===== src/rtl/seg7_pkg.sv =====
// seg7_pkg: shared seven-segment decode table and segment bit positions.
//   SEG_A..SEG_G : bit index of each segment inside a 7-bit pattern (bit6..bit0 = g..a)
//   SEG_TABLE    : active-high pattern for each hex nibble, entry [n] = glyph n
package seg7_pkg;
   localparam int SEG_A = 0;
   localparam int SEG_B = 1;
   localparam int SEG_C = 2;
   localparam int SEG_D = 3;
   localparam int SEG_E = 4;
   localparam int SEG_F = 5;
   localparam int SEG_G = 6;
   localparam logic [15:0][6:0] SEG_TABLE = {
      7'h71, 7'h79, 7'h5E, 7'h39, 7'h7C, 7'h77, 7'h6F, 7'h7F,
      7'h07, 7'h7D, 7'h6D, 7'h66, 7'h4F, 7'h5B, 7'h06, 7'h3F
   };
endpackage


===== src/rtl/display7_scan_if.sv =====
// display7_scan_if: bus between a display client and the multiplexed scanner.
//   client -> scanner : Enable, Load, Data (4*NDIG), Dp (NDIG), Blank_lz
//   scanner -> client : Seg (7), DpOut, An (NDIG), Pending
interface display7_scan_if #(parameter int NDIG = 4);
   logic                Enable;
   logic                Load;
   logic [4*NDIG-1:0]   Data;
   logic [NDIG-1:0]     Dp;
   logic                Blank_lz;
   logic [6:0]          Seg;
   logic                DpOut;
   logic [NDIG-1:0]     An;
   logic                Pending;
   modport master (output Enable, Load, Data, Dp, Blank_lz, input Seg, DpOut, An, Pending);
   modport slave  (input Enable, Load, Data, Dp, Blank_lz, output Seg, DpOut, An, Pending);
endinterface


===== src/rtl/seg7_decode.sv =====
// seg7_decode: combinational hex nibble to active-high segment pattern.
//   nib : 4-bit hex value
//   seg : 7-bit pattern, bit6..bit0 = g..a
module seg7_decode
   import seg7_pkg::*;
(
   input  logic [3:0] nib,
   output logic [6:0] seg
);
   assign seg = SEG_TABLE[nib];
endmodule


===== src/rtl/display7_scan.sv =====
// display7_scan: time-multiplexed NDIG-digit seven-segment scanner with shadowed load.
//   Clk, Reset_n : clock and asynchronous active-low reset
//   bus (slave)  : Enable/Load/Data/Dp/Blank_lz in, Seg/DpOut/An/Pending out
module display7_scan #(
   parameter int NDIG       = 4,
   parameter int DIV        = 50000,
   parameter bit ACTIVE_LOW = 1
) (
   input logic           Clk,
   input logic           Reset_n,
   display7_scan_if.slave bus
);
   localparam int CW = DIV > 1 ? $clog2(DIV) : 1;
   localparam int IW = NDIG > 1 ? $clog2(NDIG) : 1;

   if (NDIG < 1 || NDIG > 8 || DIV < 2) begin : g_bad_param
      $fatal(1, "display7_scan: illegal NDIG=%0d or DIV=%0d", NDIG, DIV);
   end

   logic [CW-1:0]        cnt;
   logic [IW-1:0]        idx;
   logic [NDIG-1:0][3:0] shd_d, dsp_d;
   logic [NDIG-1:0]      shd_p, dsp_p;
   logic                 pend;
   logic                 tick, wrap, lit, bl;
   logic [NDIG-1:0]      lz;
   logic [6:0]           dec;
   logic [6:0]           seg_q;
   logic                 dp_q;
   logic [NDIG-1:0]      an_q;

   assign tick = bus.Enable && cnt == CW'(DIV - 1);
   assign wrap = tick && idx == IW'(NDIG - 1);
   // the tick cycle is the dead slot between digits
   assign lit  = bus.Enable && !tick;

   seg7_decode u_dec (.nib(dsp_d[idx]), .seg(dec));

   // lz[k]: every digit from k up to NDIG-1 is zero
   always_comb begin
      lz = '0;
      lz[NDIG-1] = dsp_d[NDIG-1] == 4'h0;
      for (int k = NDIG - 2; k >= 0; k--) lz[k] = lz[k+1] && dsp_d[k] == 4'h0;
   end

   assign bl = bus.Blank_lz && idx != '0 && lz[idx];

   always_ff @(posedge Clk or negedge Reset_n)
      if (!Reset_n) begin
         cnt   <= '0;
         idx   <= '0;
         shd_d <= '0;
         shd_p <= '0;
         dsp_d <= '0;
         dsp_p <= '0;
         pend  <= 1'b0;
         seg_q <= '0;
         dp_q  <= 1'b0;
         an_q  <= '0;
      end else begin
         if (bus.Enable) cnt <= tick ? '0 : cnt + CW'(1);
         if (tick) idx <= wrap ? '0 : idx + IW'(1);
         if (wrap) begin
            dsp_d <= shd_d;
            dsp_p <= shd_p;
         end
         // commit reads the old shadow, so a coincident Load lands in the shadow and stays pending
         if (bus.Load) begin
            shd_d <= bus.Data;
            shd_p <= bus.Dp;
         end
         pend  <= bus.Load | (pend & ~wrap);
         an_q  <= lit ? NDIG'(1) << idx : '0;
         seg_q <= lit && !bl ? dec : '0;
         dp_q  <= lit && dsp_p[idx];
      end

   // registers hold the active-high form; polarity is applied at the pins
   assign bus.Seg     = seg_q ^ {7{ACTIVE_LOW}};
   assign bus.DpOut   = dp_q ^ ACTIVE_LOW;
   assign bus.An      = an_q ^ {NDIG{ACTIVE_LOW}};
   assign bus.Pending = pend;
endmodule


===== src/flat_wrapper.sv =====
// flat-port wrapper written by rule: the top's interface ports become plain ports
module display7_scan_flat 
#(
   parameter int NDIG       = 4,
   parameter int DIV        = 50000,
   parameter bit ACTIVE_LOW = 1
)
  (Clk, Reset_n, bus_Enable, bus_Load, bus_Data, bus_Dp, bus_Blank_lz, bus_Seg, bus_DpOut, bus_An, bus_Pending);
  display7_scan_if #(.NDIG(NDIG)) bus_i ();
  input logic Clk;
  input logic Reset_n;
  input wire logic [$bits(bus_i.Enable)-1:0] bus_Enable;
  input wire logic [$bits(bus_i.Load)-1:0] bus_Load;
  input wire logic [$bits(bus_i.Data)-1:0] bus_Data;
  input wire logic [$bits(bus_i.Dp)-1:0] bus_Dp;
  input wire logic [$bits(bus_i.Blank_lz)-1:0] bus_Blank_lz;
  output wire logic [$bits(bus_i.Seg)-1:0] bus_Seg;
  output wire logic [$bits(bus_i.DpOut)-1:0] bus_DpOut;
  output wire logic [$bits(bus_i.An)-1:0] bus_An;
  output wire logic [$bits(bus_i.Pending)-1:0] bus_Pending;
  assign bus_i.Enable = bus_Enable;
  assign bus_i.Load = bus_Load;
  assign bus_i.Data = bus_Data;
  assign bus_i.Dp = bus_Dp;
  assign bus_i.Blank_lz = bus_Blank_lz;
  assign bus_Seg = bus_i.Seg;
  assign bus_DpOut = bus_i.DpOut;
  assign bus_An = bus_i.An;
  assign bus_Pending = bus_i.Pending;
  display7_scan #(.NDIG(NDIG), .DIV(DIV), .ACTIVE_LOW(ACTIVE_LOW)) u_core (.Clk(Clk), .Reset_n(Reset_n), .bus(bus_i));
endmodule

===== config.mk =====
export PLATFORM = sky130hd
export DESIGN_NAME = display7_scan_flat
export DESIGN_NICKNAME = d
export VERILOG_FILES = /design/src/rtl/seg7_pkg.sv /design/src/rtl/display7_scan_if.sv /design/src/rtl/seg7_decode.sv /design/src/rtl/display7_scan.sv /design/src/flat_wrapper.sv
export SDC_FILE = /design/constraint.sdc
export NUM_CORES = 1
export LEC_CHECK = 0
export CAP_MARGIN = 20
export CORE_MARGIN = 2
export CORE_UTILIZATION = 60
export DETAILED_ROUTE_END_ITERATION = 10
export PLACE_DENSITY = 0.85
export RECOVER_POWER = 100
export SLEW_MARGIN = 20
export SYNTH_ARGS = -nofsm -noshare
export SYNTH_HDL_FRONTEND = slang
export SYNTH_HIERARCHICAL = 1
export SYNTH_SLANG_ARGS = --single-unit

===== constraint.sdc =====
create_clock -name Clk -period 6.3 [get_ports Clk]
set_clock_uncertainty 0.15 [all_clocks]
set_input_delay 1.26 -clock Clk [delete_from_list [all_inputs] [get_ports Clk]]
set_output_delay 1.26 -clock Clk [all_outputs]
set_load 0.1 [all_outputs]

==> flow_metrics.py, run 1 <==
metrics = {
    "yosys": {
        "synth-compound-area-share": 0.0355,
        "avgSynthCellArea_um2": 12.7,
        "synth_ff_type": "dfrtp_1",
        "synth_edf_count": 0,
        "synth_mux_area_frac": 0.197,
        "syn_area_um2": 3310,
        "synthArstFlopShare": 1.00,
        "syn_inst": 260,
        "synth_top_family_by_area": "multiplexers",
        "synthSimpleGateAreaFrac": 0.118,
        "synth_xor_xnor_area_share": 0.0317,
        "syn_nets": 297,
        "yosys_warnings": 6,
        "ys_ff_latch": 71,
        "synth_fa_ha_area_frac": 0.0453,
        "synth_cell_types": 40,
        "yosysSeqAreaShare": 0.536,
    },
    "clocking": {
        "cts_resized": 0,
        "postCtsSetupBuffers": 0,
        "clkTransAtPathRegs_ps": 80,
        "cts_buffers": 9,
        "clockRootBuffer": "clkbuf_8",
        "cts_sinks": 71,
        "htree_levels": 3,
        "holdBufCountCts": 0,
        "tritoncts": "done",
        "clkLatencyLatePin_ps": 350,
        "ctsLongestPathBuffers": 2,
    },
    "finish": {
        "fillers": 367,
        "layout_commonest_cell": "dfrtp_1",
        "area_delta_synth_final_pct": 19.2,
        "drive_gt1_frac": 0.220,
        "diodes": 0,
        "nets": 337,
        "utilization": 0.731,
        "final_cell_mix": "dfrtp_1 (71), mux2_2 (43), clkdlybuf4s50_1 (21), inv_1 (20), dlygate4sd3_1 (15)",
    },
    "detailed_routing": {
        "first_iter_violations": 132,
        "drc": 0,
        "ant_nets": 0,
        "via_count": 2060,
        "wl_um": 5570,
        "firstDrtPassIters": 4,
        "vias_per_cell": 5.46,
        "wl_per_cell_um": 14.8,
    },
    "floorplanning": {
        "fp.dieH_um": 78.3,
        "die_w_um": 78.3,
        "dieArea_um2": 6130,
        "start_util": 0.613,
        "num_rows": 27,
        "core_um2": 5410,
        "num_io_pins": 38,
    },
    "timing": {
        "period_share": 0.538,
        "finalMaxSlewViolations": 0,
        "tightest_slew_ps": 975,
        "slew_headroom": 0.348,
        "max_freq_ghz": 0.295,
        "hold_viol": 0,
        "fin_setup_tns_ps": 0,
        "rsz0062_at_grt": "no",
        "finalWorstSetupSlack_ps": 2910,
        "fin_crit_ps": 3390,
        "finalSetupViolCount": 0,
    },
    "pwr": {
        "ir_drop_v": 0.000151,
        "p_per_area_nw_per_um2": 256,
        "leakage_nw": 1.73,
        "total_power_mw": 1.01,
    },
    "setup_path": {
        "critPathLaunchType": "primary input",
        "endpoint_kind": "flop",
        "worstPathArrival_ps": 3470,
        "cp.required_ps": 6380,
        "worst-path-max-fanout": 21,
        "critical_path_class": "primary input to flop",
    },
    "global_route": {
        "grt_max_degree": 72,
        "track_usage": 0.206,
        "grt_pass1_wl_um": 9560,
        "grt_pass1_vias": 2034,
        "antenna_found_initial": 0,
        "grt_overflow": 0,
    },
    "placement": {
        "place_ws_ps": 2630,
        "hpwl_um": 3760,
        "gp_congestion": 0.771,
        "port-buffer-count": 37,
    },
    "run_status": {
        "status": "completed",
    },
    "hold_path": {
        "hold_class": "flop to flop",
    },
    "job": {
        "drv_cap": 0,
    },
}
path summary, 6_finish.rpt:
check / from / to / slack [ps] / cells after the start
min in group asynchronous: Reset_n / u_core/bus.Pending / 960 / 2
hold / removal: u_core/bus.Pending / u_core/bus.Pending / 340 / 1
setup reg to reg: u_core/cnt[4] / u_core/dsp_d[11] / 3340 / 4
hold reg to reg: u_core/bus.Pending / u_core/bus.Pending / 340 / 1
setup / recovery: bus_Enable / u_core/dsp_d[11] / 2910 / 4
max in group asynchronous: Reset_n / u_core/shd_d[3] / 4480 / 2
per-stage QoR:
step           hold WS [ps]  instances  area (um2)
3_3_place_gp            327        361        3730
2_1_floorplan           306        260        3310
4_1_cts                 348        377        3960
5_1_grt                 369        377        3950
6_report                335        377        3950
3_5_place_dp            334        361        3730
cells by family (layout without fill, tap and decap cells):
group,Yosys count,count (layout)
flops,71,71
simple gates,66,66
mux,52,52
buf+inv,29,74
compound gates,18,18
fa+ha+maj,12,12
xor+xnor,12,12
cell usage after synthesis (2+ instances only):
| cell type | number | share of area |
|---|---|---|
| dfrtp_1 | 71 | 0.54 |
| mux2_2 | 43 | 0.15 |
| inv_1 | 20 | 0.023 |
| ha_1 | 12 | 0.045 |
| nand2_1 | 8 | 0.0091 |
| nand3_1 | 8 | 0.012 |
| nor2_1 | 8 | 0.0091 |
| nor3b_1 | 7 | 0.016 |
| nor4_1 | 7 | 0.013 |
| xor2_1 | 7 | 0.018 |
| a21oi_1 | 5 | 0.0075 |
| and2_1 | 5 | 0.0094 |
| clkbuf_1 | 5 | 0.0057 |
| mux4_2 | 5 | 0.034 |
| nor3_1 | 5 | 0.0075 |
| xnor2_1 | 5 | 0.013 |
| nand4_1 | 4 | 0.0075 |
| o21ai_0 | 4 | 0.0060 |
| and4_1 | 3 | 0.0079 |
| buf_2 | 3 | 0.0045 |
| mux2i_1 | 3 | 0.0091 |
| nand3b_1 | 2 | 0.0045 |
| or4_1 | 2 | 0.0045 |
| or4b_1 | 2 | 0.0060 |
worst max-delay path: stages:
cell,delay (ps)
dlygate4sd3_1,670
and4_1,300
nand3_1,690
mux2_2,550
sequential cells by signal (all words and copies together), names as in the netlist:
signal / cells
u_core/cnt: 16
u_core/dsp_d: 16
u_core/shd_d: 16
u_core/seg_q: 7
u_core/an_q: 4
u_core/dsp_p: 4
u_core/shd_p: 4
u_core/idx: 2
u_core/bus.Pending: 1
u_core/dp_q: 1
power breakdown:
group	internal (mW)	switching, mW
Sequential	0.486	0.0320
Clock	0.234	0.166
Combinational	0.0434	0.0497
Total	0.763	0.248
area by class of cell:
type                       count  area, um2  area share
sequential                    71       1780       0.450
multi-input combinational    160       1410       0.358
timing repair buffer          38        373      0.0944
clock buffer                  11        141      0.0358
tap                           72       90.1      0.0228
clock inverter                 5       81.3      0.0206
inverter                      20       75.1      0.0190
per-layer routing:
layer	up-vias	GRT usage	part of all wire
li1	1007	-	-
met3	10	0.0667	0.053
met4	0	0.0947	0.020
met2	59	0.315	0.48
met1	984	0.269	0.45
met5	-	0	0
Note: power is estimated with default switching activity, not from simulation.
==> inputs of run 2 (changes only) <==
--- a/config.mk
+++ b/config.mk
@@ -7,9 +7,9 @@
 export LEC_CHECK = 0
 export CAP_MARGIN = 20
 export CORE_MARGIN = 2
-export CORE_UTILIZATION = 60
+export CORE_UTILIZATION = 56
 export DETAILED_ROUTE_END_ITERATION = 10
-export PLACE_DENSITY = 0.85
+export PLACE_DENSITY = 0.8
 export RECOVER_POWER = 100
 export SLEW_MARGIN = 20
 export SYNTH_ARGS = -nofsm -noshare
==> constraint.sdc (replaced) <==
create_clock -name Clk -period 3.2 [get_ports Clk]
set_clock_uncertainty 0.15 [all_clocks]
set_input_delay 0.64 -clock Clk [delete_from_list [all_inputs] [get_ports Clk]]
set_output_delay 0.64 -clock Clk [all_outputs]
set_load 0.1 [all_outputs]
==> flow_metrics.py, run 2 (synthesized netlist as in run 1, its figures left out) <==
metrics = {
    "finish": {
        "layout_commonest_cell": "dfrtp_1",
        "final_cell_mix": "dfrtp_1 (71), mux2_2 (43), clkdlybuf4s50_1 (21), inv_1 (20), clkbuf_1 (15)",
        "area_delta_synth_final_pct": 17.9,
        "multiInputGateArea_um2": 1410,
        "nets": 339,
        "diodes": 0,
        "fillers": 481,
        "drive_gt1_frac": 0.221,
        "seqCellArea_um2": 1780,
        "top_regs": "u_core/cnt (16), u_core/dsp_d (16), u_core/shd_d (16)",
    },
    "clocking": {
        "ctsLongestPathBuffers": 2,
        "clockRootBuffer": "clkbuf_8",
        "clkLatencyLatePin_ps": 340,
        "htree_levels": 3,
        "cts_resized": 0,
        "tritoncts": "done",
        "cts_buffers": 9,
        "postCtsSetupBuffers": 0,
        "holdBufCountCts": 0,
        "cts_sinks": 71,
        "clkTransAtPathRegs_ps": 70,
    },
    "timing": {
        "fin_setup_tns_ps": 0,
        "rsz0062_at_grt": "no",
        "slew_headroom": -0.407,
        "max_freq_ghz": 0.380,
        "finalSetupViolCount": 0,
        "hold_viol": 0,
        "period_share": 0.822,
        "fin_crit_ps": 2630,
        "finalMaxSlewViolations": 43,
        "tightest_slew_ps": 2110,
    },
    "pwr": {
        "p_per_area_nw_per_um2": 532,
        "leakage_nw": 1.72,
        "ir_drop_v": 0.000336,
        "total_power_mw": 2.08,
    },
    "setup_path": {
        "critPathLaunchType": "flop",
        "worst-path-max-fanout": 9,
        "crit_path_top_delay_cell": "mux4_2",
        "worstPathArrival_ps": 2670,
        "reg2reg_depth": 6,
        "cp_common_cell": "inv_1",
        "cp_cell_sequence": "mux4_2 -> inv_1 -> ha_1 -> inv_1 -> mux4_1 -> nor3b_1",
        "slowest_delay_ps": 630,
        "critical_path_class": "flop to flop",
        "cp.required_ps": 3240,
        "endpoint_kind": "flop",
    },
    "detailed_routing": {
        "ant_nets": 0,
        "via_count": 2099,
        "wl_per_cell_um": 15.4,
        "wl_um": 5890,
        "drc": 0,
        "first_iter_violations": 168,
        "firstDrtPassIters": 4,
        "vias_per_cell": 5.49,
    },
    "floorplanning": {
        "core_um2": 5820,
        "die_w_um": 80.9,
        "num_io_pins": 38,
        "num_rows": 28,
        "start_util": 0.570,
        "dieArea_um2": 6550,
        "fp.dieH_um": 80.9,
    },
    "placement": {
        "gp_congestion": 0.865,
        "hpwl_um": 4050,
        "port-buffer-count": 37,
    },
    "hold_path": {
        "min_path_cells": 1,
        "hold_class": "flop to flop",
    },
    "global_route": {
        "grt_pass1_vias": 2098,
        "antenna_found_initial": 0,
        "grt_overflow": 0,
        "track_usage": 0.202,
        "grt_max_degree": 43,
        "grt_pass1_wl_um": 9980,
    },
    "run_status": {
        "violations": "capacitance limit, slew limit",
        "status": "finished, violations left",
    },
    "job": {
        "drv_cap": 1,
    },
}
## run 2: metrics by stage
stage | instances | hold slack, ps | instance area [um2] | setup WS, ps | util
global route | 382 | 352 | 3910 | 331 | 0.672
global placement | 366 | 314 | 3720 | 676 | 0.639
CTS | 382 | 281 | 3970 | 553 | 0.682
floorplan | 260 | 194 | 3310 | 644 | -
detailed placement | 366 | 320 | 3720 | 576 | 0.639
finish | 382 | 327 | 3910 | 570 | 0.672
## run 2: power by group
| group | internal (mW) | switching [mW] | total (mW) |
|---|---|---|---|
| clock | 0.539 | 0.340 | 0.879 |
| combinational | 0.0819 | 0.0976 | 0.180 |
| sequential | 0.957 | 0.0615 | 1.02 |
## run 2: area by class of cell
cell class                 count  area share
clock inverter                 5      0.0269
timing repair buffer          40      0.0769
sequential                    71       0.455
tap                           75      0.0240
multi-input combinational    160       0.362
inverter                      20      0.0192
clock buffer                  11      0.0362
## run 2: worst max-delay path, delay by kind of cell, from the launching register on
family	cells	cell delay, ps
multiplexers	2	1110
flip-flops	1	610
adder cells (fa/ha/maj)	1	250
buffers and inverters	2	210
AND/OR/NAND/NOR	1	150
## run 2: layer usage
metal	vias up	track usage	wire (um)
li1	1003	-	-
met5	-	0	0
met2	60	0.311	2860
met3	8	0.0378	253
met4	0	0.100	95
met1	1028	0.277	2690
## run 2: final timing paths
check / slack (ps) / end / start
min in group asynchronous: 750 / u_core/shd_p[2] / Reset_n
min: 330 / u_core/bus.Pending / u_core/bus.Pending
max: 570 / u_core/seg_q[3] / u_core/idx[0]
max in group asynchronous: 880 / u_core/cnt[14] / Reset_n
min reg2reg: 330 / u_core/bus.Pending / u_core/bus.Pending
max reg2reg: 570 / u_core/seg_q[3] / u_core/idx[0]
